### src/rtl/line_prefetch_buffer.sv
// line_prefetch_buffer: single-entry next-line prefetch buffer between L2 and physical memory.
// Defining LINE_PREFETCH_BUFFER_PREFETCH_EN builds the prefetch entry.
// Without it, every read is a pmem pass-through.
module line_prefetch_buffer #(
  parameter int unsigned OFFSET_BITS = 5
) (
  input  logic                          clk,
  input  logic                          rst_n,
  input  logic [31:0]                   L2_addr,
  input  logic                          L2_read,
  input  logic                          L2_write,
  input  logic [(8 << OFFSET_BITS)-1:0] L2_wdata,
  output logic [(8 << OFFSET_BITS)-1:0] L2_rdata,
  output logic                          L2_resp,
  output logic [31:0]                   pmem_addr,
  output logic                          pmem_read,
  output logic                          pmem_write,
  output logic [(8 << OFFSET_BITS)-1:0] pmem_wdata,
  input  logic [(8 << OFFSET_BITS)-1:0] pmem_rdata,
  input  logic                          pmem_resp
);

`ifdef LINE_PREFETCH_BUFFER_PREFETCH_EN
  localparam logic [31:0] LINE_BYTES = 32'd1 << OFFSET_BITS;

  typedef enum logic [2:0] {IDLE, HIT_RESP, DEMAND_READ, PREFETCH, WRITE_THRU} state_e;

  logic                          buf_valid_q, buf_valid_d;
  logic [31:0]                   buf_tag_q, buf_tag_d;
  logic [(8 << OFFSET_BITS)-1:0] buf_data_q, buf_data_d;
  logic [31:0]                   pf_addr_q, pf_addr_d;
  logic                          buf_hit;

  assign buf_hit = buf_valid_q && (buf_tag_q == L2_addr);
`else
  typedef enum logic [2:0] {IDLE, DEMAND_READ, WRITE_THRU} state_e;
`endif

  state_e state_q, state_d;

  assign pmem_wdata = L2_wdata;

  always_ff @(posedge clk or negedge rst_n) begin
    if (!rst_n) begin
      state_q <= IDLE;
    end else begin
      state_q <= state_d;
    end
  end

`ifdef LINE_PREFETCH_BUFFER_PREFETCH_EN
  always_ff @(posedge clk or negedge rst_n) begin
    if (!rst_n) begin
      buf_valid_q <= 1'b0;
      buf_tag_q   <= '0;
      buf_data_q  <= '0;
      pf_addr_q   <= '0;
    end else begin
      buf_valid_q <= buf_valid_d;
      buf_tag_q   <= buf_tag_d;
      buf_data_q  <= buf_data_d;
      pf_addr_q   <= pf_addr_d;
    end
  end
`endif

  always_comb begin
    state_d    = state_q;
    L2_rdata   = '0;
    L2_resp    = 1'b0;
    pmem_addr  = '0;
    pmem_read  = 1'b0;
    pmem_write = 1'b0;
`ifdef LINE_PREFETCH_BUFFER_PREFETCH_EN
    buf_valid_d = buf_valid_q;
    buf_tag_d   = buf_tag_q;
    buf_data_d  = buf_data_q;
    pf_addr_d   = pf_addr_q;
`endif
    case (state_q)
      IDLE: begin
        if (L2_read) begin
`ifdef LINE_PREFETCH_BUFFER_PREFETCH_EN
          state_d = buf_hit ? HIT_RESP : DEMAND_READ;
`else
          state_d = DEMAND_READ;
`endif
        end else if (L2_write) begin
          state_d = WRITE_THRU;
`ifdef LINE_PREFETCH_BUFFER_PREFETCH_EN
          // Invalidate on write entry so a later hit can never return stale data.
          if (buf_tag_q == L2_addr) begin
            buf_valid_d = 1'b0;
          end
`endif
        end
      end
`ifdef LINE_PREFETCH_BUFFER_PREFETCH_EN
      HIT_RESP: begin
        L2_resp     = 1'b1;
        L2_rdata    = buf_data_q;
        pf_addr_d   = L2_addr + LINE_BYTES;
        buf_valid_d = 1'b0;
        state_d     = PREFETCH;
      end
      PREFETCH: begin
        pmem_read = 1'b1;
        pmem_addr = pf_addr_q;
        if (pmem_resp) begin
          buf_data_d  = pmem_rdata;
          buf_tag_d   = pf_addr_q;
          buf_valid_d = 1'b1;
          state_d     = IDLE;
        end
      end
`endif
      DEMAND_READ: begin
        pmem_read = 1'b1;
        pmem_addr = L2_addr;
        L2_rdata  = pmem_rdata;
        L2_resp   = pmem_resp;
        if (pmem_resp) begin
`ifdef LINE_PREFETCH_BUFFER_PREFETCH_EN
          pf_addr_d = L2_addr + LINE_BYTES;
          state_d   = PREFETCH;
`else
          state_d   = IDLE;
`endif
        end
      end
      WRITE_THRU: begin
        pmem_write = 1'b1;
        pmem_addr  = L2_addr;
        L2_resp    = pmem_resp;
        if (pmem_resp) begin
          state_d = IDLE;
        end
      end
      default: state_d = IDLE;
    endcase
  end

endmodule

### config.mk
export PLATFORM = sky130hd
export DESIGN_NAME = line_prefetch_buffer
export DESIGN_NICKNAME = d
export VERILOG_FILES = /design/src/rtl/line_prefetch_buffer.sv
export SDC_FILE = /design/constraint.sdc
export NUM_CORES = 1
export LEC_CHECK = 0
export CAP_MARGIN = 20
export CORE_AREA = 3 3 432 434
export DETAILED_ROUTE_END_ITERATION = 7
export DIE_AREA = 0 0 435 437
export DONT_BUFFER_PORTS = 1
export HOLD_SLACK_MARGIN = 0.05
export SLEW_MARGIN = 30
export SYNTH_ARGS = -nofsm -noshare
export SYNTH_HDL_FRONTEND = slang
export SYNTH_SLANG_ARGS = --single-unit
### constraint.sdc
create_clock -name clk -period 1.5 [get_ports clk]
set_input_delay 0.3 -clock clk [delete_from_list [all_inputs] [get_ports clk]]
set_output_delay 0.3 -clock clk [all_outputs]
set_load 0.01 [all_outputs]
==> results of run 1 <==
## cells by family after synthesis
| group | after synthesis | share of synthesized area |
|---|---|---|
| buffers and inverters | 289 | 0.514 |
| DFF | 2 | 0.0123 |
| and+or+nand+nor | 292 | 0.458 |
| adders and majority gates | 3 | 0.00920 |
| AOI/OAI and AO/OA | 4 | 0.00613 |
## layer usage
| layer | vias to the layer above | share of wire | wire [um] |
|---|---|---|---|
| met5 | - | 0.0053 | 749 |
| met4 | 104 | 0.011 | 1560 |
| met3 | 182 | 0.28 | 40300 |
| met2 | 849 | 0.49 | 70100 |
| met1 | 1892 | 0.21 | 29400 |
| li1 | 1419 | - | - |
## power by group
| group | switching, mW | leakage (nW) | internal [mW] |
|---|---|---|---|
| Sequential | 0.0309 | 0.0256 | 0.0770 |
| Clock | 0.0665 | 0.0375 | 0.340 |
| Combinational | 8.06 | 2.59 | 7.22 |
| Total | 8.15 | 2.65 | 7.64 |
## worst paths after layout
path | from | end | cells past startpoint
setup / recovery | state_q[1]$_DFFE_PN0P_ | L2_rdata[75] | 5
hold / removal | L2_read | state_q[0]$_DFFE_PN0P_ | 1
setup reg to reg | state_q[0]$_DFFE_PN0P_ | state_q[0]$_DFFE_PN0P_ | 6
hold reg to reg | state_q[1]$_DFFE_PN0P_ | state_q[1]$_DFFE_PN0P_ | 4
max in group asynchronous | rst_n | state_q[1]$_DFFE_PN0P_ | 1
min in group asynchronous | rst_n | state_q[0]$_DFFE_PN0P_ | 1
## through the flow
step | hold WS (ps) | TNS (ps) | total power, mW | cell area [um^2]
after floorplan | 4.41 | 0 | 4.50 | 4080
after global placement | 9.59 | -35820 | 14.1 | 8290
after detailed placement | 9.56 | -55120 | 14.1 | 8290
after CTS | 247 | -114130 | 15.2 | 8580
after global routing | 253 | -123180 | 16.2 | 8990
final | 246 | -116620 | 15.8 | 9100
## timing repair
item / in CTS / in global routing
hold endpoints to repair: 2 / 0
pin swaps: 15 / 9
cloned: 2 / 5
gates resized for setup: 52 / 87
endpoints found under the setup margin: 293 / 293
hold buffers: 1 / 0
setup buffers: 1 / 3
## cells in the final DEF (no fill, tap or decap)
cell,count
dfrtp_1,2
nand2_1,1
ha_1,1
inv_2,1
buf_12,149
buf_4,17
inv_1,1
clkbuf_16,7
buf_8,1
buf_16,4
and2_2,33
buf_6,8
and2_4,107
and2_1,149
a31o_2,1
ha_4,2
bufbuf_16,1
diode_2,80
dlygate4sd3_1,1
a21oi_1,2
nand2b_1,2
o22ai_1,1
## synthesized netlist by cell type
cell	instances
inv_1	2
buf_4	256
nand2b_1	2
buf_6	3
clkbuf_1	4
and2_2	37
ha_1	3
a31o_2	1
and2_1	252
clkbuf_2	24
a21oi_1	2
nand2_1	1
dfrtp_1	2
o22ai_1	1
## area by class of cell
class	count	area share
antenna	80	0.0220
clock buffer	3	0.00825
inverter	2	0.000825
multi-input combinational	299	0.244
sequential	2	0.00550
tap	2464	0.339
timing repair buffer	185	0.381
==> results.ini, run 1 <==
[run_status]
status=finished, violations left
violations=negative setup slack

[final_layout]
largest_reg_flops=2
area_delta_synth_final_pct=123
drive_gt1_frac=0.674
fillers=21700
reg_top3=state_q (2)
finish.utilization=0.0497
register_area_um2=50.0
final_nets=1045
instances_no_fill=3035
regMostFlops=state_q
multi_input_comb_area_um2=2220

[clock_tree]
htree_num_levels=1
clk_path_buf_depth=2
clock_latency_ps=220
numCtsBuffers=3
tritoncts=done
cts-root-buf=clkbuf_16
cts_sinks=2
path_clk_slew_ps=30

[run]
drv_cap=0

[setup_path]
cp_slowest_cell=dfrtp_1
path_class=flip-flop to output port
max_stage_delay_ps=400
crit_chain=inv_2 -> ha_4 -> buf_16 -> bufbuf_16 -> and2_2
crit_family=buffers and inverters
arrival_ps=1710
critPathCaptureType=output port
required_ps=1200
crit_path_start_kind=flip-flop
path_buf_inv=3
r2r_slack_ps=-130
cp_max_fo=30

[drt]
avgViaCountPerCell=1.46
vias=4446
drc=0
drt_iter0_markers=493
routed_wirelength_mm=142
wl_per_cell_um=46.8
ant_nets=0
drt_pre_antenna_iters=4

[pwr]
ir_worst_vdd_uv=563
p_per_area_nw_per_um2=1730
p_leak_nw=2.65

[timing]
hold_violations=0
finalWorstSetupSlack_ps=-507
clock_skew_ps=2.07
rsz0062_at_grt=yes
tightest_slew_ps=330
fmax_mhz=498
slew-limit-headroom=0.779
finalCritPeriodShare=1.34
slew_viol_final=0
setup_viol=293
fin_crit_ps=2010

[logic_synthesis]
postSynthCellCount=590
synthDistinctLibCells=14
synth.largest_area_cell=buf_4
yosys_warnings=0
ys_seq_elements=2
synth.top_cell.area_share=0.471
netlist_area_um2=4080
synth_nets=1142
yosys-top-cells-area=buf_4, and2_1, and2_2
synth_area_per_cell_um2=6.92
synth-seq-area-share=0.0123

[die]
dieArea_um2=190000
die_h_um=437
start_util=0.0223
die_w_um=435
top_level_ports=1096
rows=157
core_um2=183000

[placement]
gp_congestion=0.863
dpl_worst_slack_ps=-311
io_buffers=0
dpl.hpwl_mm=137
placedCellCount=2941

[global_route]
grt_usage=0.142
antenna_found_initial=161
grt_max_degree=41
grt_pass1_wl_mm=152
grt.met3_usage=0.193
met1_usage=0.0860
grtUsageMet2=0.249
first_global_vias=3792
grt.overflow.total=0
busiest_layer=met2

[min_path]
hp-class=primary input to flip-flop

(Power assumes the default switching activity.)
==> run 2: changes to the inputs <==
--- a/config.mk
+++ b/config.mk
@@ -7,2 +7,3 @@
 export LEC_CHECK = 0
+export ABC_CLOCK_PERIOD_IN_PS = 1500
 export CAP_MARGIN = 20
==> constraint.sdc (replaced) <==
create_clock -name clk -period 1.5 [get_ports clk]
set_input_delay 0.15 -clock clk [delete_from_list [all_inputs] [get_ports clk]]
set_output_delay 0.15 -clock clk [all_outputs]
set_load 0.01 [all_outputs]
==> run 2 against run 1 <==
Against the previous run:
- the flow finishes with violations (antenna violations, negative setup slack)
- combinational power fell by 5%
- via count rose by 7.6%
- first-iteration DRC count rose by 13%
- sequential share of layout area barely moved
- critical path depth rose by 1
- count of clock-buffer cells in the layout did not move
- cell count rose by 0.20%
- die area did not move
- non-clock buffer count rose by 5
- routed wire length fell by 1.1%
- critical endpoint is now L2_rdata[46]
- largest cell class unchanged
==> results.ini, run 2 (synthesis results as in run 1) <==
[clock_tree]
cts-root-buf=clkbuf_16
clk_path_buf_depth=2  ; unchanged
tritoncts=done
htree_num_levels=1  ; unchanged
path_clk_slew_ps=30  ; about the same
clock_latency_ps=220  ; about the same
numCtsBuffers=3  ; unchanged
cts_sinks=2  ; unchanged

[global_route]
grt_usage=0.140  ; -0.00141
grt.overflow.total=0  ; unchanged
grt_max_degree=43  ; +4.9%
antenna_found_initial=187  ; +16%
first_global_vias=3685  ; -2.8%
grt_pass1_wl_mm=150  ; -1.9%

[drt]
wl_per_cell_um=46.2  ; -1.3%
routed_wirelength_mm=141  ; -1.1%
drt_iter0_markers=557  ; +13%
drc=0  ; unchanged
avgViaCountPerCell=1.57  ; +7.3%
drt_pre_antenna_iters=5  ; +1
ant_nets=1  ; +1
vias=4782  ; +7.6%

[final_layout]
postLayoutCellArea_um2=9320  ; +2.3%
final_nets=1050  ; +0.48%
layout_commonest_cell=and2_4
largest_reg_flops=2  ; unchanged
drive_gt1_frac=0.774  ; +0.100
regMostFlops=state_q
area_delta_synth_final_pct=128
reg_top3=state_q (2)
fillers=21700  ; -0.051%
final_cell_mix=and2_4, buf_12, and2_1

[timing]
slew_viol_final=0  ; unchanged
fin_crit_ps=1760  ; -250 ps
finalCritPeriodShare=1.17  ; -0.166
hold_violations=0  ; unchanged
finalWorstSetupSlack_ps=-258  ; +250 ps
fmax_mhz=569  ; +14%
setup_viol=289  ; -1.4%
tightest_slew_ps=326  ; -4.20 ps
clock_skew_ps=0.304  ; -1.77 ps
rsz0062_at_grt=yes
slew-limit-headroom=0.782  ; +0.00281
timing.hold.ws_ps=87.2  ; -159 ps

[die]
die_h_um=437  ; unchanged
top_level_ports=1096  ; unchanged
rows=157  ; unchanged
die_w_um=435  ; unchanged
core_um2=183000  ; unchanged
dieArea_um2=190000  ; unchanged
start_util=0.0223  ; unchanged

[setup_path]
crit_path_start_kind=flip-flop
path_common_cell=buf_12
cp_max_fo=15  ; -50%
arrival_ps=1610  ; -100 ps
required_ps=1350  ; +150 ps
critPathCaptureType=output port
path_class=flip-flop to output port
max_stage_delay_ps=370  ; -30 ps
cp_slowest_cell=dfrtp_1
r2r_cells=5  ; -1
crit_chain=inv_2 -> ha_4 -> buf_12 -> clkbuf_16 -> and2_4 -> buf_12

[run_status]
violations=antenna violations, negative setup slack
status=finished, violations left

[placement]
post_dp_cell_area_um2=8250  ; -0.54%
gp_congestion=0.871  ; +0.85%
io_buffers=0  ; unchanged
dpl.hpwl_mm=135  ; -1.7%

[min_path]
hp-class=primary input to flip-flop
holdPathStages=1  ; unchanged

[pwr]
p_total_mw=15.0  ; -4.9%
p_per_area_nw_per_um2=1610  ; -7.0%
ir_worst_vdd_uv=582  ; +3.4%
p_leak_nw=2.77  ; +4.7%

[run]
drv_cap=0  ; unchanged

==> run 2: changes by cell type in the layout (fill, tap and decap cells not counted), sizes merged <==
| cell | previous run | this run |
|---|---|---|
| buf | 179 | 181 |
| clkbuf | 7 | 10 |
| diode | 80 | 81 |
==> run 2: per-layer routing <==
| metal | part of all wire | up-vias | track usage |
|---|---|---|---|
| met5 | 0.0066 | - | 0.00857 |
| met4 | 0.034 | 124 | 0.0295 |
| met3 | 0.31 | 310 | 0.215 |
| met2 | 0.46 | 961 | 0.228 |
| met1 | 0.20 | 1966 | 0.0772 |
| li1 | - | 1421 | - |
==> run 2: worst max-delay path: cells and delay by family (launching register included) <==
kind	cells	cell delay [ps]
buffers and inverters	4	620
DFF	1	370
adders and majority gates	1	200
and+or+nand+nor	1	160
==> run 2: through the flow <==
stage	cells	setup slack [ps]	TNS (ps)	utilization
after global routing	2974	-296	-60100	0.0500
final	3041	-258	-43720	0.0509
after floorplan	590	127	0	-
after detailed placement	2940	-194	-2570	0.0451
after global placement	2940	-184	-1930	0.0451
after CTS	2949	-259	-45170	0.0478
==> run 2: cell type report <==
class                   instances  area [um^2]  share of cell area
repair buffers                190         3550               0.381
flip-flops and latches          2         51.3             0.00551
well taps                    2464         3080               0.331
diodes                         81          203              0.0218
inverters                       2         7.51            0.000806
clock buffers                   3         75.1             0.00806
multi-input cells             299         2340               0.252
==> run 2: final timing paths <==
kind | start | end | slack (ps)
min reg2reg | state_q[1]$_DFFE_PN0P_ | state_q[1]$_DFFE_PN0P_ | 730
max in group asynchronous | rst_n | state_q[0]$_DFFE_PN0P_ | 970
min in group asynchronous | rst_n | state_q[1]$_DFFE_PN0P_ | 270
max | state_q[1]$_DFFE_PN0P_ | L2_rdata[46] | -260
max reg2reg | state_q[0]$_DFFE_PN0P_ | state_q[0]$_DFFE_PN0P_ | 180
min | L2_read | state_q[0]$_DFFE_PN0P_ | 90
==> run 2: timing repair <==
action,4_1_cts,5_1_grt
pin swaps,14,8
hold buffers,1,0
setup endpoints to repair,286,291
gates cloned,2,9
resized for setup,130,68
endpoints found under the hold margin,2,0
buffers inserted,3,3
==> run 2: power breakdown <==
| part | total, mW | internal [mW] | switching [mW] |
|---|---|---|---|
| Sequential | 0.103 | 0.0795 | 0.0239 |
| Clock | 0.403 | 0.339 | 0.0639 |
| Combinational | 14.5 | 7.84 | 6.67 |
| Total | 15.0 | 8.26 | 6.76 |
==> run 3: changes to the inputs <==
ABC_AREA = 1   (was default)
CAP_MARGIN = 30   (was 20)
CORE_AREA = 3 3 425 427   (was 3 3 432 434)
DIE_AREA = 0 0 428 430   (was 0 0 435 437)
==> run 3 against run 2 <==
Against the previous run:
- die area is 3.2% lower
- non-clock buffer count is 26 higher
- core utilization rose by 1.3 points
- the run ends with negative setup slack left
==> results.ini, run 3 <==
[run_status]
status=finished, violations left
violations=negative setup slack

[global_route]
met1_usage=0.0933  ; +0.0161
grt.overflow.total=0  ; unchanged
grtUsageMet2=0.308  ; +0.0798
busiest_layer=met2
grt.met3_usage=0.254  ; +0.0392
antenna_found_initial=33  ; -82%
grt_usage=0.174  ; +0.0340
grt_pass1_wl_mm=182  ; +22%
first_global_vias=5241  ; +42%
grt_max_degree=48  ; +12%

[final_layout]
largest_reg_flops=2  ; unchanged
drive_gt1_frac=0.835  ; +0.0608
instances_no_fill=3181  ; +4.6%
regMostFlops=state_q
fillers=20900  ; -3.9%
finish.utilization=0.0640  ; +0.0131
final_nets=1372  ; +31%
reg_top3=state_q (2)
postLayoutCellArea_um2=11300  ; +21%
area_delta_synth_final_pct=154
final_cell_mix=buf_12, inv_2, nand2_4
layout_commonest_cell=buf_12

[timing]
setup_viol=290  ; +0.35%
fin_crit_ps=1810  ; +48.5 ps
slew_viol_final=0  ; unchanged
timing.hold.ws_ps=126  ; +38.5 ps
tightest_slew_ps=285  ; -40.3 ps
finalCritPeriodShare=1.20  ; +0.0323
fmax_mhz=554  ; -2.7%
hold_violations=0  ; unchanged
finalWorstSetupSlack_ps=-306  ; -48.5 ps
slew-limit-headroom=0.808  ; +0.0256
clock_skew_ps=1.70  ; +1.40 ps
rsz0062_at_grt=yes
final.setup.tns_ps=-63200  ; -19480 ps

[setup_path]
path_buf_inv=6  ; +2
cp_max_fo=8  ; -7
timing.rr.end=state_q[1]$_DFFE_PN0P_
max_stage_delay_ps=380  ; about the same
critPathCaptureType=output port
crit_path_start_kind=flip-flop
r2r_cells=7  ; +2
path_common_cell=buf_12
arrival_ps=1660  ; +50 ps
crit_family=buffers and inverters
r2r_slack_ps=30  ; -150 ps
cp_num_cells=8  ; +2
cp-startpoint=state_q[1]$_DFFE_PN0P_
required_ps=1350  ; about the same
cp_slowest_cell=dfrtp_1
path_class=flip-flop to output port
critPathCapture=L2_rdata[58]
crit_chain=inv_2 -> ha_4 -> buf_12 -> buf_12 -> clkbuf_16 -> nand2_1 -> inv_2 -> buf_12
r2r-start=state_q[1]$_DFFE_PN0P_

[clock_tree]
numCtsBuffers=3  ; unchanged
cts-root-buf=clkbuf_16
clk_path_buf_depth=2  ; unchanged
htree_num_levels=1  ; unchanged
cts_sinks=2  ; unchanged
tritoncts=done
clock_latency_ps=220  ; about the same
path_clk_slew_ps=30  ; about the same

[die]
dieArea_um2=184000  ; -3.2%
top_level_ports=1096  ; unchanged
die_h_um=430  ; -1.6%
die_w_um=428  ; -1.6%
core_um2=176000  ; -3.6%
start_util=0.0252  ; +0.00294
rows=154  ; -1.9%

[placement]
dpl_worst_slack_ps=-173  ; +20.5 ps
io_buffers=0  ; unchanged
post_dp_cell_area_um2=8480  ; +2.8%
gp_congestion=0.875  ; +0.51%
dpl.hpwl_mm=162  ; +20%
placedCellCount=3108  ; +5.7%

[logic_synthesis]
synthDistinctLibCells=9  ; -5
ys_seq_elements=2  ; unchanged
synth_edf_count=0  ; unchanged
synth-seq-area-share=0.0112  ; -0.00103
yosys-top-cells-area=buf_4, nand2_1, inv_1
postSynth.asyncResetShare=1.00  ; unchanged
postSynthCellCount=887  ; +50%
synth.top_cell.area_share=0.467  ; -0.00402
synth.largest_area_cell=buf_4
synth_flop_cell=dfrtp_1
yosysMostFrequentCell=nand2_1
yosys_warnings=0  ; unchanged
synth_common_cells=nand2_1, inv_1, buf_4, buf_2, ha_1
synth_nets=1439  ; +26%
netlist_area_um2=4450  ; +9.1%
synth_area_per_cell_um2=5.02  ; -27%

[drt]
avgViaCountPerCell=1.70  ; +8.0%
vias=5401  ; +13%
drc=0  ; unchanged
ant_nets=0  ; -1
wl_per_cell_um=53.3  ; +15%
drt_pre_antenna_iters=4  ; -1
routed_wirelength_mm=169  ; +21%
drt_iter0_markers=331  ; -41%

[min_path]
hp-class=primary input to flip-flop

[pwr]
p_leak_nw=5.26  ; +90%
p_total_mw=19.9  ; +32%
ir_worst_vdd_uv=577  ; -0.87%
p_per_area_nw_per_um2=1760  ; +9.0%

[run]
drv_cap=0  ; unchanged

## run 3: logic make-up (layout without fill, tap and decap cells)
family                     count (synthesis)  count (layout)  share of synthesized area
buffers and inverters                    582             513                      0.727
and+or+nand+nor                          299             299                      0.252
adders and majority gates                  3               3                    0.00843
DFF                                        2               2                     0.0112
AOI/OAI and AO/OA                          1               1                    0.00112
other                                      0              23                          0
## run 3: final cells by class
| type | instances | area (um^2) | area share |
|---|---|---|---|
| timing repair buffer | 216 | 4240 | 0.375 |
| tap | 2340 | 2930 | 0.259 |
| multi-input combinational | 303 | 2460 | 0.218 |
| inverter | 294 | 1480 | 0.131 |
| clock buffer | 3 | 75.1 | 0.00664 |
| antenna | 23 | 57.6 | 0.00509 |
| sequential | 2 | 50.0 | 0.00443 |
## run 3: power breakdown
group | internal [mW] | switching (mW) | total [mW]
Combinational | 8.61 | 10.8 | 19.4
Sequential | 0.0762 | 0.0227 | 0.0989
Clock | 0.339 | 0.0637 | 0.403
Total | 9.03 | 10.8 | 19.9
## run 3: timing repair
action                     CTS  global route
hold buffers                 1             0
setup buffers                7            17
pin swaps                   10           111
setup endpoints to repair  287           290
resized for setup          192           645
gates cloned                 6            20
hold endpoints to repair     2             0
## run 3: how the worst min path moves through the flow
stage,to,slack [ps],depth (start not counted),from
2_1_floorplan,state_q[0]$_DFFE_PN0P_,-150,0,rst_n
3_3_place_gp,state_q[0]$_DFFE_PN0P_,-140,0,rst_n
3_5_place_dp,state_q[1]$_DFFE_PN0P_,-140,0,rst_n
4_1_cts,state_q[0]$_DFFE_PN0P_,120,2,L2_read
5_1_grt,state_q[0]$_DFFE_PN0P_,150,2,L2_read
6_report,state_q[0]$_DFFE_PN0P_,130,2,L2_read
## run 3: metal layers
metal / share of wire / vias to the layer above
met4: 0.0099 / 22
met3: 0.29 / 66
met1: 0.20 / 2335
met2: 0.50 / 984
met5: 0.0028 / -
li1: - / 1994
